## src/rtl/fetch_buf_pkg.sv

```systemverilog
// Shared types and constants for the decoupled instruction fetch stage.
package fetch_buf_pkg;

  localparam int FB_ADDR_W          = 32;
  localparam int FB_INST_W          = 32;
  localparam int FB_IBUF_DEPTH      = 4;
  localparam int FB_MAX_OUTSTANDING = 2;

  // addi x0, x0, 0
  localparam logic [FB_INST_W-1:0] INST_NOP = 32'h0000_0013;

  typedef struct packed {
    logic [FB_ADDR_W-1:0] pc;
    logic [FB_INST_W-1:0] inst;
    logic                 err;
  } fetch_entry_t;

endpackage

```

## src/rtl/fetch_buf_sync_fifo.sv

```systemverilog
// Small synchronous FIFO with a flush input; head is read straight from storage.
module sync_fifo #(
  parameter int  WIDTH = 8,
  parameter int  DEPTH = 4,
  localparam int CW    = $clog2(DEPTH) + 1,
  localparam int PW    = (DEPTH > 1) ? $clog2(DEPTH) : 1
) (
  input  logic             clk,
  input  logic             rst,
  input  logic             clear,
  input  logic             push,
  input  logic [WIDTH-1:0] din,
  input  logic             pop,
  output logic [WIDTH-1:0] head,
  output logic             full,
  output logic             empty,
  output logic [CW-1:0]    count
);

  logic [WIDTH-1:0] mem [DEPTH];
  logic [PW-1:0]    wr_ptr, rd_ptr;

  function automatic logic [PW-1:0] inc(input logic [PW-1:0] p);
    return (p == PW'(DEPTH - 1)) ? '0 : p + 1'b1;
  endfunction

  assign head  = mem[rd_ptr];
  assign full  = (count == CW'(DEPTH));
  assign empty = (count == '0);

  always_ff @(posedge clk) begin
    if (rst || clear) begin
      wr_ptr <= '0;
      rd_ptr <= '0;
      count  <= '0;
    end else begin
      assert (!(push && full && !pop));
      assert (!(pop && empty));
      if (push) wr_ptr <= inc(wr_ptr);
      if (pop)  rd_ptr <= inc(rd_ptr);
      count <= count + CW'(push) - CW'(pop);
    end
  end

  always_ff @(posedge clk) begin
    if (push && !rst && !clear) mem[wr_ptr] <= din;
  end

endmodule

```

## src/rtl/fetch_buf.sv

```systemverilog
// Fetch stage: decoupled req/rsp memory port, in-order pc queue and instruction buffer.
module fetch_buf
  import fetch_buf_pkg::*;
#(
  parameter int ADDR_W          = FB_ADDR_W,
  parameter int INST_W          = FB_INST_W,
  parameter int IBUF_DEPTH      = FB_IBUF_DEPTH,
  parameter int MAX_OUTSTANDING = FB_MAX_OUTSTANDING
) (
  input  logic              clk,
  input  logic              rst,
  input  logic [ADDR_W-1:0] pc,
  input  logic              pc_valid,
  output logic              if_ready,
  input  logic              flush,
  output logic              mem_req_valid,
  input  logic              mem_req_ready,
  output logic [ADDR_W-1:0] mem_req_addr,
  input  logic              mem_rsp_valid,
  input  logic [INST_W-1:0] mem_rsp_data,
  input  logic              mem_rsp_err,
  input  logic              id_ready,
  output logic [INST_W-1:0] inst,
  output logic [ADDR_W-1:0] inst_pc,
  output logic              inst_err,
  output logic              if_valid
);

  localparam int PCQ_CW = $clog2(MAX_OUTSTANDING) + 1;
  localparam int IB_CW  = $clog2(IBUF_DEPTH) + 1;
  localparam int SW     = IB_CW + 1;

  logic [PCQ_CW-1:0] pcq_cnt, drop_cnt;
  logic [IB_CW-1:0]  ibuf_cnt;
  logic [SW-1:0]     out_sum, occ_sum;
  logic              credit, req_fire, rsp_take, ibuf_pop;
  logic              pcq_full, pcq_empty, ibuf_full, ibuf_empty;
  logic [ADDR_W-1:0] pcq_head;
  fetch_entry_t      ibuf_din, ibuf_head;

  // Requests in flight include those whose responses will be dropped; the
  // second term reserves an ibuf slot for every request already issued.
  assign out_sum = SW'(pcq_cnt) + SW'(drop_cnt);
  assign occ_sum = SW'(pcq_cnt) + SW'(ibuf_cnt);
  assign credit  = (out_sum < SW'(MAX_OUTSTANDING)) && (occ_sum < SW'(IBUF_DEPTH));

  assign if_ready      = credit && mem_req_ready && !flush && !rst;
  assign mem_req_valid = pc_valid && credit && !flush && !rst;
  assign mem_req_addr  = pc;
  assign req_fire      = mem_req_valid && mem_req_ready;

  assign rsp_take = mem_rsp_valid && !flush && !rst && (drop_cnt == '0);
  assign ibuf_pop = if_valid && id_ready && !flush;

  always_comb begin
    ibuf_din      = '0;
    ibuf_din.pc   = FB_ADDR_W'(pcq_head);
    ibuf_din.inst = FB_INST_W'(mem_rsp_data);
    ibuf_din.err  = mem_rsp_err;
  end

  sync_fifo #(.WIDTH(ADDR_W), .DEPTH(MAX_OUTSTANDING)) u_pcq (
    .clk   (clk),
    .rst   (rst),
    .clear (flush),
    .push  (req_fire),
    .din   (pc),
    .pop   (rsp_take),
    .head  (pcq_head),
    .full  (pcq_full),
    .empty (pcq_empty),
    .count (pcq_cnt)
  );

  sync_fifo #(.WIDTH($bits(fetch_entry_t)), .DEPTH(IBUF_DEPTH)) u_ibuf (
    .clk   (clk),
    .rst   (rst),
    .clear (flush),
    .push  (rsp_take),
    .din   (ibuf_din),
    .pop   (ibuf_pop),
    .head  (ibuf_head),
    .full  (ibuf_full),
    .empty (ibuf_empty),
    .count (ibuf_cnt)
  );

  // On redirect every request still in the pc queue becomes a response to drop.
  always_ff @(posedge clk) begin
    if (rst)
      drop_cnt <= '0;
    else if (flush)
      drop_cnt <= drop_cnt + pcq_cnt - PCQ_CW'(mem_rsp_valid);
    else if (mem_rsp_valid && drop_cnt != '0)
      drop_cnt <= drop_cnt - 1'b1;
  end

  always_ff @(posedge clk) begin
    if (!rst) begin
      if (mem_rsp_valid) assert (!pcq_empty || drop_cnt != '0);
      assert (out_sum <= SW'(MAX_OUTSTANDING));
      assert (!(req_fire && pcq_full));
      assert (!(rsp_take && ibuf_full && !ibuf_pop));
    end
  end

  assign if_valid = !ibuf_empty;
  assign inst     = if_valid ? INST_W'(ibuf_head.inst) : INST_W'(INST_NOP);
  assign inst_pc  = if_valid ? ADDR_W'(ibuf_head.pc) : '0;
  assign inst_err = if_valid && ibuf_head.err;

endmodule

```

## config.mk

```make
export PLATFORM = sky130hd
export DESIGN_NAME = fetch_buf
export DESIGN_NICKNAME = d
export VERILOG_FILES = /design/src/rtl/fetch_buf_pkg.sv /design/src/rtl/fetch_buf_sync_fifo.sv /design/src/rtl/fetch_buf.sv
export SDC_FILE = /design/constraint.sdc
export NUM_CORES = 1
export LEC_CHECK = 0
export ABC_AREA = 1
export CAP_MARGIN = 20
export CORE_MARGIN = 2
export CORE_UTILIZATION = 55
export DETAILED_ROUTE_END_ITERATION = 10
export GPL_ROUTABILITY_DRIVEN = 0
export GPL_TIMING_DRIVEN = 0
export HOLD_SLACK_MARGIN = 0.08
export PLACE_DENSITY = 0.91
export SYNTH_ARGS = -nofsm -noshare
export SYNTH_HDL_FRONTEND = slang
export SYNTH_SLANG_ARGS = --single-unit
```

## constraint.sdc

```tcl
create_clock -name clk -period 5.6 [get_ports clk]
set_input_delay 1.4 -clock clk [delete_from_list [all_inputs] [get_ports clk]]
set_output_delay 1.4 -clock clk [all_outputs]
set_load 0.02 [all_outputs]
```

==> results.yml, run 1 <==
outcome:
  status: "finished, final reports clean"
global_routing:
  grt-ovfl-total: 0
  grt_pass1_vias: 8938
  grt_max_degree: 32
  grt_pass1_wl_um: 47230
  antenna_found_initial: 1
  grtUsageTotal_pct: 23.69
placed_design:
  hpwl_um: 19330
  post-place-ws_ns: 1.157
  io_buffers: 171
setup_path:
  required_ns: 4.20
  path_max_fanout: 8
  endpoint_kind: "output pin"
  worstSetupPathType: "in2out"
  arrival_ns: 3.03
  start_kind: "input pin"
pwr:
  powerDensity_mw_per_mm2: 326.9
  irDropWorstVdd_v: 0.0001859
  power_w: 0.005575
  leakage_nw: 5.956
clocking:
  clockBufferDepth: 3
  worstSkewPairLatency_ns: 0.51
  postCtsHoldBufs: 0
  cts.htree.levels: 2
  path_clk_slew_ns: 0.06
  cts_buffers: 34
  postCtsSetupBuffers: 0
  cts_tree: "built"
  cts_sinks: 340
  cts_root_buffer: "clkbuf_16"
  cts-resized-gates: 0
sta:
  rsz0062_at_grt: "false"
  slew_violations: 0
  slew_headroom_pct: 52.00
  max_clock_freq_ghz: 0.2259
  hold_violations: 0
  period_needed_ns: 4.427
  worst_slack_ns: 1.173
  setup_viol: 0
  skew_ns: 0.01113
  min_period_over_period_pct: 79.06
  tightest_slew_ns: 0.7177
logic_synthesis:
  synthFlopType: "edfxtp_1"
  synth_top_family_by_area: "simple AND/OR/NAND/NOR gates"
  synth_cell_types: 27
  synthDominantCellAreaShare_pct: 72.03
  synthArstFlopShare_pct: 0
  synth_area_leaders: "edfxtp_1 (72%), nor2_1 (7.9%), o21ai_0 (4.8%)"
  synth.most_common_cell: "edfxtp_1"
  synth_compound_area_share_pct: 7.679
  yosys.area_share.simple_pct: 8.782
  synth-seq-area-share_pct: 74.40
  yosys_warnings: 0
  synth_seq_cells: 340
  synthXorXnorAreaFrac_pct: 0.2594
  synth_edf_count: 324
  synth.avg_cell_area_um2: 13.16
  synth_mux_area_share_pct: 2.668
  syn-num-nets: 1113
  synth_top_area_cell: "edfxtp_1"
  syn-cell-area_mm2: 0.01351
  synth_common_cells: "edfxtp_1 (324), nor2_1 (283), o21ai_0 (130)"
  synthAdderAreaFrac_pct: 1.501
  synthCells: 1026
layout:
  area_growth_pct: 26.26
  drive_gt1_share_pct: 12.15
  fillerInstances: 1530
  layout.nets: 1330
  n_antenna_cell: 0
route:
  dr.pass1.iters: 6
  drt-initial-drc-count: 1082
  drcViolationCount: 0
  wl_um: 31030
  wl_per_cell_um: 19.50
  drtAntennaViolNets: 0
  num_vias: 8941
  vias_per_cell: 5.620
job:
  cap_violations: 0
worst_hold_path:
  hold_path.class: "reg2reg"
floorplan:
  die_w_um: 160.7
  row_count: 57
  coreArea_mm2: 0.02425
  ios: 172
  die_h_um: 160.7
  initial_core_util_pct: 55.70
  die-area_mm2: 0.02583
-- sequential cells by signal, summed over array words and instances (netlist names), named ones only --
signal and cells:
u_ibuf.wr_ptr 2, drop_cnt 2, u_pcq.count 2, u_ibuf.rd_ptr 2, u_pcq.wr_ptr 1, u_pcq.mem 64, u_ibuf.count 3, u_pcq.rd_ptr 1
u_ibuf.mem 260
-- layout by cell type (no fill, tap or decap), types with 3 or more instances in the layout --
| master | netlist | layout |
|---|---|---|
| edfxtp_1 | 324 | 324 |
| nor2_1 | 283 | 278 |
| clkdlybuf4s50_1 | 0 | 171 |
| o21ai_0 | 130 | 130 |
| a21oi_1 | 68 | 68 |
| buf_4 | 43 | 43 |
| clkbuf_16 | 0 | 37 |
| inv_1 | 32 | 32 |
| mux2_2 | 27 | 27 |
| clkbuf_1 | 20 | 25 |
| nand2_1 | 20 | 20 |
| dfxtp_1 | 16 | 16 |
| ha_1 | 13 | 13 |
| buf_2 | 12 | 12 |
| buf_12 | 0 | 9 |
| buf_1 | 8 | 8 |
| bufinv_16 | 0 | 6 |
| mux2_1 | 5 | 5 |
| nor2_4 | 0 | 5 |
| clkinv_2 | 0 | 5 |
| clkinv_1 | 0 | 5 |
| nand3_1 | 4 | 4 |
| o21ai_1 | 4 | 4 |
| inv_2 | 3 | 3 |
-- power by group --
| group | total (W) | internal, W | switching, W |
|---|---|---|---|
| logic | 0.000342 | 0.000154 | 0.000189 |
| clock network | 0.00237 | 0.00148 | 0.000898 |
| registers | 0.00286 | 0.00284 | 0.0000199 |
-- final timing paths --
check | cells past startpoint | from | endpoint | slack [ns]
min | 1 | u_pcq.rd_ptr | u_pcq.rd_ptr | 0.48
max | 7 | flush | mem_req_valid | 1.17
min reg2reg | 1 | u_pcq.rd_ptr | u_pcq.rd_ptr | 0.48
max reg2reg | 11 | drop_cnt[0] | u_pcq.mem[1][6] | 2.91
-- critical path, cell delays in order --
cell             delay (ns)
clkdlybuf4s50_1        0.39
inv_1                  0.15
nand2_2                0.15
nor2_1                 0.15
inv_1                  0.07
nor2_1                 0.09
clkdlybuf4s50_1        0.61
-- through the flow --
step	utilization, %	instances	TNS (ns)	area [um^2]	hold WS, ns
4_1_cts	70.33	1591	0	17050	0.4867
5_1_grt	70.33	1591	0	17050	0.5177
6_report	70.33	1591	0	17050	0.4844
2_1_floorplan	-	1026	0	13510	0.4404
3_5_place_dp	65.44	1531	0	15870	0.4782
3_3_place_gp	64.43	1521	-536.08	15620	0.4549
-- cells by family after synthesis --
| group | count (synthesis) |
|---|---|
| buffers and inverters | 120 |
| AO/OA/AOI/OAI | 205 |
| AND/OR/NAND/NOR | 310 |
| flip-flops | 340 |
| XOR/XNOR | 4 |
| adder cells (fa/ha/maj) | 15 |
| multiplexers | 32 |
-- cell type report --
class | instances | area, um^2 | area share [%]
sequential | 340 | 10050 | 58.93
multi-input combinational | 566 | 2859 | 16.76
timing repair buffer | 181 | 1919 | 11.25
clock buffer | 42 | 944.7 | 5.539
buffer | 85 | 504.2 | 2.957
tap | 324 | 405.4 | 2.377
clock inverter | 18 | 240.2 | 1.409
inverter | 35 | 131.4 | 0.7704
-- routing by layer --
layer	global-route usage, %	wire (um)
met3	3.848	2801
met1	30.66	11800
met5	0	11
met4	10.35	1130
met2	40.09	15290
Power figures use the tool's default switching activity.
==> run 2, diff against run 1 <==
- clock period: 5.6 -> 4.2 ns (I/O delays scaled with it)
==> results of run 2 <==
The final DEF is identical to that of run 1. Status: finished, final reports clean.
Among the figures that moved: setup slack after placement 1.157 ns -> 0.4567 ns; setup slack after layout 1.173 ns -> 0.3750 ns; end point of the critical path mem_req_valid -> inst_pc[13]; register-to-register setup slack 2.91 ns -> 1.51 ns; total power 0.005575 W -> 0.007433 W; worst IR drop on VDD 0.0001859 V -> 0.0002479 V
